[config.mk]
export PLATFORM = sky130hd
export DESIGN_NAME = mem_arbiter
export DESIGN_NICKNAME = d
export VERILOG_FILES = /design/src/rtl/mem_arbiter_pkg.sv /design/src/rtl/mem_arbiter.sv
export SDC_FILE = /design/constraint.sdc
export NUM_CORES = 1
export LEC_CHECK = 0
export BUFFER_PORTS_ARGS = -buffer_cell sky130_fd_sc_hd__clkbuf_2
export CAP_MARGIN = 15
export CELL_PAD_IN_SITES_DETAIL_PLACEMENT = 1
export CELL_PAD_IN_SITES_GLOBAL_PLACEMENT = 2
export CORE_MARGIN = 1.5
export CORE_UTILIZATION = 21
export DETAILED_ROUTE_END_ITERATION = 8
export PLACE_DENSITY_LB_ADDON = 0.12
export SLEW_MARGIN = 10
export SYNTH_ARGS = -nofsm -noshare
export SYNTH_HDL_FRONTEND = slang
export SYNTH_SLANG_ARGS = --single-unit
[constraint.sdc]
create_clock -name clk -period 2.1 [get_ports clk]
set_input_delay 0 -clock clk [delete_from_list [all_inputs] [get_ports clk]]
set_output_delay 0 -clock clk [all_outputs]
set_load 0.01 [all_outputs]
[src/rtl/mem_arbiter_pkg.sv]
// -----------------------------------------------------------------------------
// arb_types
//   Shared types for the two-requester memory arbiter.
//   arb_state_t : arbiter FSM state (idle, serving instruction port, serving
//                 data port).
//   requester_t : identity of a requester; used to remember which port was
//                 granted most recently so contention alternates.
// -----------------------------------------------------------------------------
package arb_types;

    typedef enum logic [1:0] {
        IDLE    = 2'd0,
        SERVE_I = 2'd1,
        SERVE_D = 2'd2
    } arb_state_t;

    typedef enum logic {
        REQ_I = 1'b0,
        REQ_D = 1'b1
    } requester_t;

endpackage : arb_types

[src/rtl/mem_arbiter.sv]
// -----------------------------------------------------------------------------
// mem_arbiter
//   Places one shared memory port (mem_read/mem_write/mem_resp handshake)
//   behind an instruction-fetch port and a data port. One requester is granted
//   at a time; on contention the requester that was not served last wins.
//   While granted, the handshake is passed through combinationally. Saturating
//   grant counters and sticky protocol-error flags are kept for observation.
//
// Ports
//   clk, rst                 : clock, asynchronous active-low reset
//   i_read, i_address        : instruction read request (held until i_resp)
//   i_rdata, i_resp          : instruction read data / completion
//   d_read, d_write          : data read / write request (held until d_resp)
//   d_address, d_wdata,
//   d_byte_enable            : data request payload
//   d_rdata, d_resp          : data read data / completion
//   mem_read, mem_write,
//   mem_address, mem_wdata,
//   mem_byte_enable          : shared memory request
//   mem_rdata, mem_resp      : shared memory response
//   i_grants, d_grants       : saturating grant counters
//   proto_err                : sticky [0] d_read&&d_write seen,
//                                     [1] mem_resp while nothing granted
// -----------------------------------------------------------------------------
module mem_arbiter
    import arb_types::*;
#(
    parameter int ADDR_WIDTH = 32,
    parameter int DATA_WIDTH = 32,
    parameter int CNT_WIDTH  = 32
) (
    input  logic                    clk,
    input  logic                    rst,

    input  logic                    i_read,
    input  logic [ADDR_WIDTH-1:0]   i_address,
    output logic [DATA_WIDTH-1:0]   i_rdata,
    output logic                    i_resp,

    input  logic                    d_read,
    input  logic                    d_write,
    input  logic [ADDR_WIDTH-1:0]   d_address,
    input  logic [DATA_WIDTH-1:0]   d_wdata,
    input  logic [DATA_WIDTH/8-1:0] d_byte_enable,
    output logic [DATA_WIDTH-1:0]   d_rdata,
    output logic                    d_resp,

    output logic                    mem_read,
    output logic                    mem_write,
    output logic [ADDR_WIDTH-1:0]   mem_address,
    output logic [DATA_WIDTH-1:0]   mem_wdata,
    output logic [DATA_WIDTH/8-1:0] mem_byte_enable,
    input  logic [DATA_WIDTH-1:0]   mem_rdata,
    input  logic                    mem_resp,

    output logic [CNT_WIDTH-1:0]    i_grants,
    output logic [CNT_WIDTH-1:0]    d_grants,
    output logic [1:0]              proto_err
);

    localparam int BE_WIDTH = DATA_WIDTH / 8;

    // Increment that sticks at all-ones instead of wrapping.
    function automatic logic [CNT_WIDTH-1:0] f_sat_inc(input logic [CNT_WIDTH-1:0] v);
        logic [CNT_WIDTH-1:0] res;
        if (&v) begin
            res = v;
        end else begin
            res = v + {{(CNT_WIDTH-1){1'b0}}, 1'b1};
        end
        return res;
    endfunction

    arb_state_t             r_state;
    arb_state_t             w_next_state;
    requester_t             r_last_grant;
    logic [CNT_WIDTH-1:0]   r_i_grants;
    logic [CNT_WIDTH-1:0]   r_d_grants;
    logic [1:0]             r_proto_err;

    logic                   w_i_req;
    logic                   w_d_req;
    logic                   w_grant_i;
    logic                   w_grant_d;
    logic                   w_done_i;
    logic                   w_done_d;

    assign w_i_req = i_read;
    assign w_d_req = d_read | d_write;

    // Completion of the current grant; only a response inside a grant counts.
    assign w_done_i = (r_state == SERVE_I) & mem_resp;
    assign w_done_d = (r_state == SERVE_D) & mem_resp;

    // Next-state and grant decision.
    always_comb begin
        w_next_state = r_state;
        w_grant_i    = 1'b0;
        w_grant_d    = 1'b0;
        case (r_state)
            IDLE: begin
                if (w_i_req && w_d_req) begin
                    // Contention: favour whoever was not served last.
                    if (r_last_grant == REQ_D) begin
                        w_next_state = SERVE_I;
                        w_grant_i    = 1'b1;
                    end else begin
                        w_next_state = SERVE_D;
                        w_grant_d    = 1'b1;
                    end
                end else if (w_i_req) begin
                    w_next_state = SERVE_I;
                    w_grant_i    = 1'b1;
                end else if (w_d_req) begin
                    w_next_state = SERVE_D;
                    w_grant_d    = 1'b1;
                end else begin
                    w_next_state = IDLE;
                end
            end
            SERVE_I: begin
                // Held until the memory answers, even if the request drops.
                if (mem_resp) begin
                    w_next_state = IDLE;
                end else begin
                    w_next_state = SERVE_I;
                end
            end
            SERVE_D: begin
                if (mem_resp) begin
                    w_next_state = IDLE;
                end else begin
                    w_next_state = SERVE_D;
                end
            end
            default: begin
                w_next_state = IDLE;
            end
        endcase
    end

    // FSM state register.
    always_ff @(posedge clk or negedge rst) begin
        if (!rst) begin
            r_state <= IDLE;
        end else begin
            r_state <= w_next_state;
        end
    end

    // Remember the most recently served requester; reset value lets I win first.
    always_ff @(posedge clk or negedge rst) begin
        if (!rst) begin
            r_last_grant <= REQ_D;
        end else if (w_done_i) begin
            r_last_grant <= REQ_I;
        end else if (w_done_d) begin
            r_last_grant <= REQ_D;
        end else begin
            r_last_grant <= r_last_grant;
        end
    end

    // Instruction grant counter.
    always_ff @(posedge clk or negedge rst) begin
        if (!rst) begin
            r_i_grants <= {CNT_WIDTH{1'b0}};
        end else if (w_grant_i) begin
            r_i_grants <= f_sat_inc(r_i_grants);
        end else begin
            r_i_grants <= r_i_grants;
        end
    end

    // Data grant counter.
    always_ff @(posedge clk or negedge rst) begin
        if (!rst) begin
            r_d_grants <= {CNT_WIDTH{1'b0}};
        end else if (w_grant_d) begin
            r_d_grants <= f_sat_inc(r_d_grants);
        end else begin
            r_d_grants <= r_d_grants;
        end
    end

    // Sticky protocol-error flags; cleared only by reset.
    always_ff @(posedge clk or negedge rst) begin
        if (!rst) begin
            r_proto_err <= 2'b00;
        end else begin
            r_proto_err[0] <= r_proto_err[0] | (d_read & d_write);
            r_proto_err[1] <= r_proto_err[1] | (mem_resp & (r_state == IDLE));
        end
    end

    // Handshake routing: the granted port sees memory, the other sees zeros.
    always_comb begin
        mem_read        = 1'b0;
        mem_write       = 1'b0;
        mem_address     = {ADDR_WIDTH{1'b0}};
        mem_wdata       = {DATA_WIDTH{1'b0}};
        mem_byte_enable = {BE_WIDTH{1'b0}};
        i_rdata         = {DATA_WIDTH{1'b0}};
        i_resp          = 1'b0;
        d_rdata         = {DATA_WIDTH{1'b0}};
        d_resp          = 1'b0;
        case (r_state)
            SERVE_I: begin
                mem_read        = 1'b1;
                mem_address     = i_address;
                mem_byte_enable = {BE_WIDTH{1'b1}};
                i_rdata         = mem_rdata;
                i_resp          = mem_resp;
            end
            SERVE_D: begin
                // A simultaneous read+write request is served as a read only.
                mem_read        = d_read;
                mem_write       = d_write & ~d_read;
                mem_address     = d_address;
                mem_wdata       = d_wdata;
                mem_byte_enable = d_byte_enable;
                d_rdata         = mem_rdata;
                d_resp          = mem_resp;
            end
            default: begin
                mem_read        = 1'b0;
            end
        endcase
    end

    assign i_grants  = r_i_grants;
    assign d_grants  = r_d_grants;
    assign proto_err = r_proto_err;

endmodule : mem_arbiter

==> impl_metrics.json, run 1 <==
{
  "avgSynthCellArea_sq_um": 9.17,
  "hold_violations": 0,
  "crit_buf_inv": 0,
  "reg2reg_slack_ns": 0.16,
  "antenna_cells": 0,
  "timing.critical_path.from": "i_grants[0]",
  "p_per_area_mw_per_mm2": 981,
  "synth_area_leaders": "dfrtp_1, and2_1, xnor2_1",
  "grt_max_degree": 72,
  "slew-limit-headroom_pct": 68.7,
  "finalMaxSlewViolations": 0,
  "finalCritPeriodShare_pct": 92.6,
  "grt_pass1_vias": 5248,
  "rsz0062_at_grt": "false",
  "p_leak_nw": 3.71,
  "place.gp.congestion": 0.807,
  "ys_seq_area_share_pct": 38.1,
  "grt_pass1_wl_um": 30300,
  "synth_nets": 639,
  "viasPerCell": 4.51,
  "synth-seq-cells": 69,
  "drc": 0,
  "min_path_type": "in -> reg",
  "dp_hpwl_um": 16700,
  "ir_drop_mv": 0.387,
  "min_to": "r_state[0]",
  "numCtsBuffers": 9,
  "r2r_start": "i_grants[0]",
  "cp_top_family": "flip-flops",
  "crit_path_start_kind": "register",
  "cts-root-buf": "clkbuf_16",
  "syn_to_final_growth_pct": 55.4,
  "die_w_um": 150,
  "num_rows": 53,
  "ios": 340,
  "cp.required_ns": 2.31,
  "synth_area_leader_cell": "dfrtp_1",
  "whs_path_depth": 4,
  "cts_num_sinks": 69,
  "antenna_found_initial": 1,
  "grt_overflow": 0,
  "setup_viol": 0,
  "cp_max_fo": 7,
  "core_sq_mm": 0.0211,
  "nets": 992,
  "clock_latency_ns": 0.32,
  "hold_start": "i_read",
  "cts_setup_buffers": 0,
  "start_util_pct": 21.5,
  "routed_wl_um": 20300,
  "r2r_end": "i_grants[1]",
  "status": "complete, no violations",
  "tightest_slew_ns": 0.469,
  "clock.fmax_mhz": 514,
  "fin_setup_tns_ns": 0,
  "crit_slowest_cell": "dfrtp_1",
  "synth_cell_types": 39,
  "critPathArrivalTime_ns": 2.15,
  "clk_pin_slew_worst_paths_ns": 0.06,
  "htreeDepth": 3,
  "cpPeakStageDelay_ns": 0.43,
  "synth_warnings": 0,
  "drt.antenna.violating_nets": 0,
  "cts_max_path_buffers": 2,
  "wire_per_inst_um": 18.0,
  "numPortBuffers": 339,
  "max_cap_viol_count": 0,
  "cts_tree": "yes",
  "worst-setup-path-type": "reg -> reg",
  "netlist_area_sq_mm": 0.00454,
  "synth_top_cell_area_share_pct": 37.5,
  "grtUsageTotal_pct": 17.5,
  "crit_chain": "ha_1 -> and3_1 -> and2_1 -> a31oi_2 -> mux2_2",
  "drt_iter0_drc": 154,
  "vias": 5083,
  "p_total_mw": 6.92,
  "synthesis.instances": 495,
  "layout-drive-gt1-share_pct": 46.2,
  "dieArea_sq_mm": 0.0225,
  "fin_crit_ns": 1.94,
  "fin_skew_ns": 0.00567,
  "dr.pass1.iters": 5,
  "r2r_cells": 5,
  "end_kind": "register",
  "die_y_um": 150
}
[area by class of cell]
class,instances,area (sq um)
Clock buffer,11,253
Clock inverter,4,47.5
Fill cell,2585,14000
Inverter,5,18.8
Multi-Input combinational cell,395,2690
Sequential cell,69,1730
Tap cell,275,344
Timing Repair Buffer,368,1970
[Yosys cell counts, drive strengths merged]
| master | instances |
|---|---|
| nand3b | 1 |
| inv | 5 |
| xnor2 | 37 |
| nor2 | 15 |
| clkbuf | 24 |
| nand2 | 22 |
| dfstp | 1 |
| xor2 | 21 |
| nand2b | 3 |
| mux2 | 3 |
| a21oi | 10 |
| a2bb2oi | 1 |
| and4 | 11 |
| a22oi | 32 |
| nor3 | 11 |
| a211oi | 3 |
| o2111ai | 1 |
| dfrtp | 68 |
| nor2b | 38 |
| nor4 | 3 |
| a31oi | 4 |
| a41oi | 1 |
| nand3 | 24 |
| ha | 6 |
| and3 | 13 |
| buf | 2 |
| nand4b | 1 |
| o311ai | 1 |
| and2 | 106 |
| a21o | 2 |
| nor3b | 1 |
| o21bai | 1 |
| or4 | 1 |
| nand4 | 22 |
[flip-flops by register name (all words and copies together) (netlist names)]
| register | cells |
|---|---|
| d_grants | 32 |
| i_grants | 32 |
| proto_err | 2 |
| r_last_grant | 1 |
| r_state | 2 |
[worst reg2reg max path: cells and delay by family (launching register included)]
family | cells | cell delay [ns]
compound gates | 1 | 0.40
mux | 1 | 0.38
flops | 1 | 0.43
fa+ha+maj | 1 | 0.24
simple gates | 2 | 0.39
[cell usage in the layout (no fill, tap or decap), types with 5 or more instances in the layout]
cell type    n
a22oi_1     32
nor3_1      10
dfrtp_1     68
and3_1      13
clkbuf_2   338
clkbuf_16    9
inv_1        5
xor2_1      21
nor2_1      15
and2_1     106
nor2b_1     38
buf_4       21
a21oi_1     10
nand2_1     22
and4_1      11
xnor2_1     37
nand3_1     23
nand4_1     22
[worst max-delay path by stage]
stage / slack, ns / to / depth (start not counted)
floorplan: 0.29 / i_grants[1] / 5
global placement: 0.24 / d_grants[4] / 6
detailed placement: 0.17 / i_grants[1] / 5
CTS: 0.08 / mem_address[30] / 6
global route: 0.01 / mem_address[5] / 6
finish: 0.16 / i_grants[1] / 5
[routing by layer]
metal	up-vias	GRT usage [%]	wire, um
li1	2412	-	-
met4	2	2.25	132
met1	2484	21.6	8200
met2	170	29.9	10300
met3	15	5.98	1640
met5	-	0	10
[metrics by stage]
| step | instance area [sq um] | util [%] | hold WS, ns | std cells | setup WS, ns |
|---|---|---|---|---|---|
| after floorplan | 4540 | - | -0.296 | 495 | 0.286 |
| after global placement | 6710 | 31.8 | 0.0570 | 1108 | 0.244 |
| after detailed placement | 6710 | 31.8 | 0.0540 | 1108 | 0.171 |
| after CTS | 7050 | 33.4 | 0.193 | 1127 | 0.0753 |
| after global routing | 7050 | 33.4 | 0.217 | 1127 | 0.0118 |
| final | 7050 | 33.4 | 0.207 | 1127 | 0.156 |
[logic make-up (layout without fill, tap and decap cells)]
| family | count (synthesis) | after routing | share of synthesized area (%) |
|---|---|---|---|
| xor+xnor | 58 | 58 | 11.2 |
| flops | 69 | 69 | 38.1 |
| fa+ha+maj | 6 | 6 | 1.65 |
| mux | 3 | 3 | 0.745 |
| buf+inv | 31 | 388 | 2.68 |
| compound gates | 56 | 56 | 9.35 |
| simple gates | 272 | 272 | 36.3 |
[where the power goes]
part	total, mW	leakage, nW	internal [mW]	switching, mW
Combinational	3.75	2.63	1.60	2.15
Sequential	1.65	0.924	1.48	0.177
Clock	1.51	0.147	0.972	0.538
Total	6.92	3.71	4.05	2.87
[repair_timing]
item | in CTS | in global routing
endpoints found under the setup margin | 0 | 21
hold endpoints to repair | 70 | 0
resized for setup | 0 | 1
hold buffers | 4 | 0
Note: power is estimated with default switching activity, not from simulation.
==> run 2: changes to the inputs <==
Settings changed: PLACE_DENSITY_LB_ADDON 0.12 to 0.1.
==> impl_metrics.json, run 2 (synthesis gave the netlist of run 1 again) <==
{
  "r2r_cells": 6,
  "fin_setup_tns_ns": 0,
  "cts_tree": "yes",
  "antenna_cells": 0,
  "p_leak_nw": 3.70,
  "grt_overflow": 0,
  "dp.cells": 1107,
  "htreeDepth": 3,
  "numPortBuffers": 339,
  "dr.pass1.iters": 4,
  "crit_path_start_kind": "register",
  "fin_crit_ns": 1.98,
  "grtUsageTotal_pct": 16.7,
  "nets": 991,
  "tightest_slew_ns": 0.494,
  "drt_iter0_drc": 141,
  "hold_start": "i_read",
  "clock.fmax_mhz": 505,
  "seq_power_share_pct": 23.8,
  "cts_max_path_buffers": 2,
  "dieArea_sq_mm": 0.0225,
  "slew-limit-headroom_pct": 67.1,
  "fin_skew_ns": 0.00704,
  "setup_viol": 0,
  "start_util_pct": 21.5,
  "status": "complete, no violations",
  "worst-setup-path-type": "reg -> reg",
  "min_path_type": "in -> reg",
  "clk_pin_slew_worst_paths_ns": 0.05,
  "viasPerCell": 4.50,
  "grt_max_degree": 72,
  "drc": 0,
  "antenna_found_initial": 2,
  "internal_power_mw": 4.08,
  "core_sq_mm": 0.0211,
  "switchingPower_mw": 2.85,
  "vias": 5067,
  "finalCritPeriodShare_pct": 94.2,
  "p_total_mw": 6.93,
  "hold_violations": 0,
  "stdcell_count": 1125,
  "min_to": "r_state[0]",
  "die_w_um": 150,
  "clockPowerShare_pct": 22.2,
  "cts_num_sinks": 69,
  "r2r_start": "d_grants[1]",
  "routed_wl_um": 19800,
  "final_common_cell": "clkbuf_2",
  "dp_hpwl_um": 16400,
  "cp_max_fo": 6,
  "max_cap_viol_count": 0,
  "die_y_um": 150,
  "critPathArrivalTime_ns": 2.19,
  "finalMaxSlewViolations": 0,
  "clock_latency_ns": 0.33,
  "syn_to_final_growth_pct": 55.3,
  "layout-drive-gt1-share_pct": 46.0,
  "reg2reg_slack_ns": 0.12,
  "cp.required_ns": 2.31,
  "whs_path_depth": 4,
  "p_sw_share_pct": 41.1,
  "grt_pass1_vias": 5242,
  "num_rows": 53,
  "mostFrequentLayoutCells": "clkbuf_2, and2_1, dfrtp_1",
  "r2r_end": "d_grants[30]",
  "rsz0062_at_grt": "false",
  "grt_pass1_wl_um": 29000,
  "p_per_area_mw_per_mm2": 983,
  "ios": 340,
  "drt.antenna.violating_nets": 0,
  "wire_per_inst_um": 17.6,
  "ir_drop_mv": 0.375,
  "numCtsBuffers": 9,
  "end_kind": "register",
  "place.gp.congestion": 0.748,
  "cts-root-buf": "clkbuf_16",
  "p_comb_share_pct": 54.0
}
run 2: cell count changes in the layout (fill, tap and decap cells not counted):
cell and change:
clkinv_2 -2, a211oi_2 -1, a211oi_4 +1, buf_6 -1, clkbuf_1 +1, clkbuf_8 +1
clkinvlp_4 -1
run 2: worst max path at each step:
| stage | start | to | slack, ns | cells past startpoint |
|---|---|---|---|---|
| 5_1_grt | d_grants[1] | d_grants[18] | 0.01 | 6 |
| 2_1_floorplan | i_grants[0] | i_grants[1] | 0.29 | 5 |
| 3_3_place_gp | d_grants[1] | d_grants[26] | 0.22 | 6 |
| 3_5_place_dp | d_grants[1] | d_grants[18] | 0.11 | 6 |
| 4_1_cts | d_grants[1] | d_grants[18] | 0.09 | 6 |
| 6_report | d_grants[1] | d_grants[30] | 0.12 | 6 |
run 2: layer usage:
| layer | wire (um) | GRT usage (%) | vias up |
|---|---|---|---|
| met5 | 26 | 0 | - |
| met4 | 259 | 3.48 | 4 |
| met3 | 1720 | 5.91 | 23 |
| met2 | 10000 | 29.5 | 195 |
| met1 | 7810 | 19.4 | 2430 |
| li1 | - | - | 2415 |
run 2: worst max-delay path, stage by stage (launching register included):
cell,delay (ns)
dfrtp_1,0.44
ha_1,0.25
and4_1,0.26
nand4_1,0.22
nor3_2,0.27
nand4_1,0.13
mux2_2,0.29
run 2: cell type report:
| class | instances | area [sq um] |
|---|---|---|
| well taps | 275 | 344 |
| multi-input cells | 395 | 2700 |
| repair buffers | 367 | 1950 |
| inverters | 5 | 18.8 |
| flip-flops and latches | 69 | 1730 |
| clock buffers | 13 | 270 |
| fillers | 2565 | 14000 |
| clock inverters | 1 | 30.0 |
run 2: what timing repair did:
action / CTS / global route
resized for setup: 0 / 1
setup endpoints to repair: 0 / 2
setup buffers: 0 / 0
endpoints found under the hold margin: 72 / 0
hold buffers: 4 / 0
run 2: stage by stage:
stage               util [%]  hold slack (ns)  instance area, sq um  setup slack (ns)
floorplan                  -           -0.296                  4540             0.286
global placement        31.8           0.0597                  6700             0.220
detailed placement      31.8           0.0861                  6700             0.111
CTS                     33.4            0.194                  7040            0.0899
global route            33.4            0.251                  7050            0.0119
finish                  33.4            0.215                  7050             0.121
run 2: power by group through the flow:
| stage | combinational, mW | clock (mW) | sequential (mW) |
|---|---|---|---|
| floorplan | 2.01 | 0 | 1.69 |
| global placement | 3.77 | 0 | 1.66 |
| detailed placement | 3.81 | 0 | 1.67 |
| CTS | 3.83 | 1.60 | 1.65 |
| global route | 4.12 | 1.65 | 1.67 |
| finish | 3.74 | 1.54 | 1.65 |
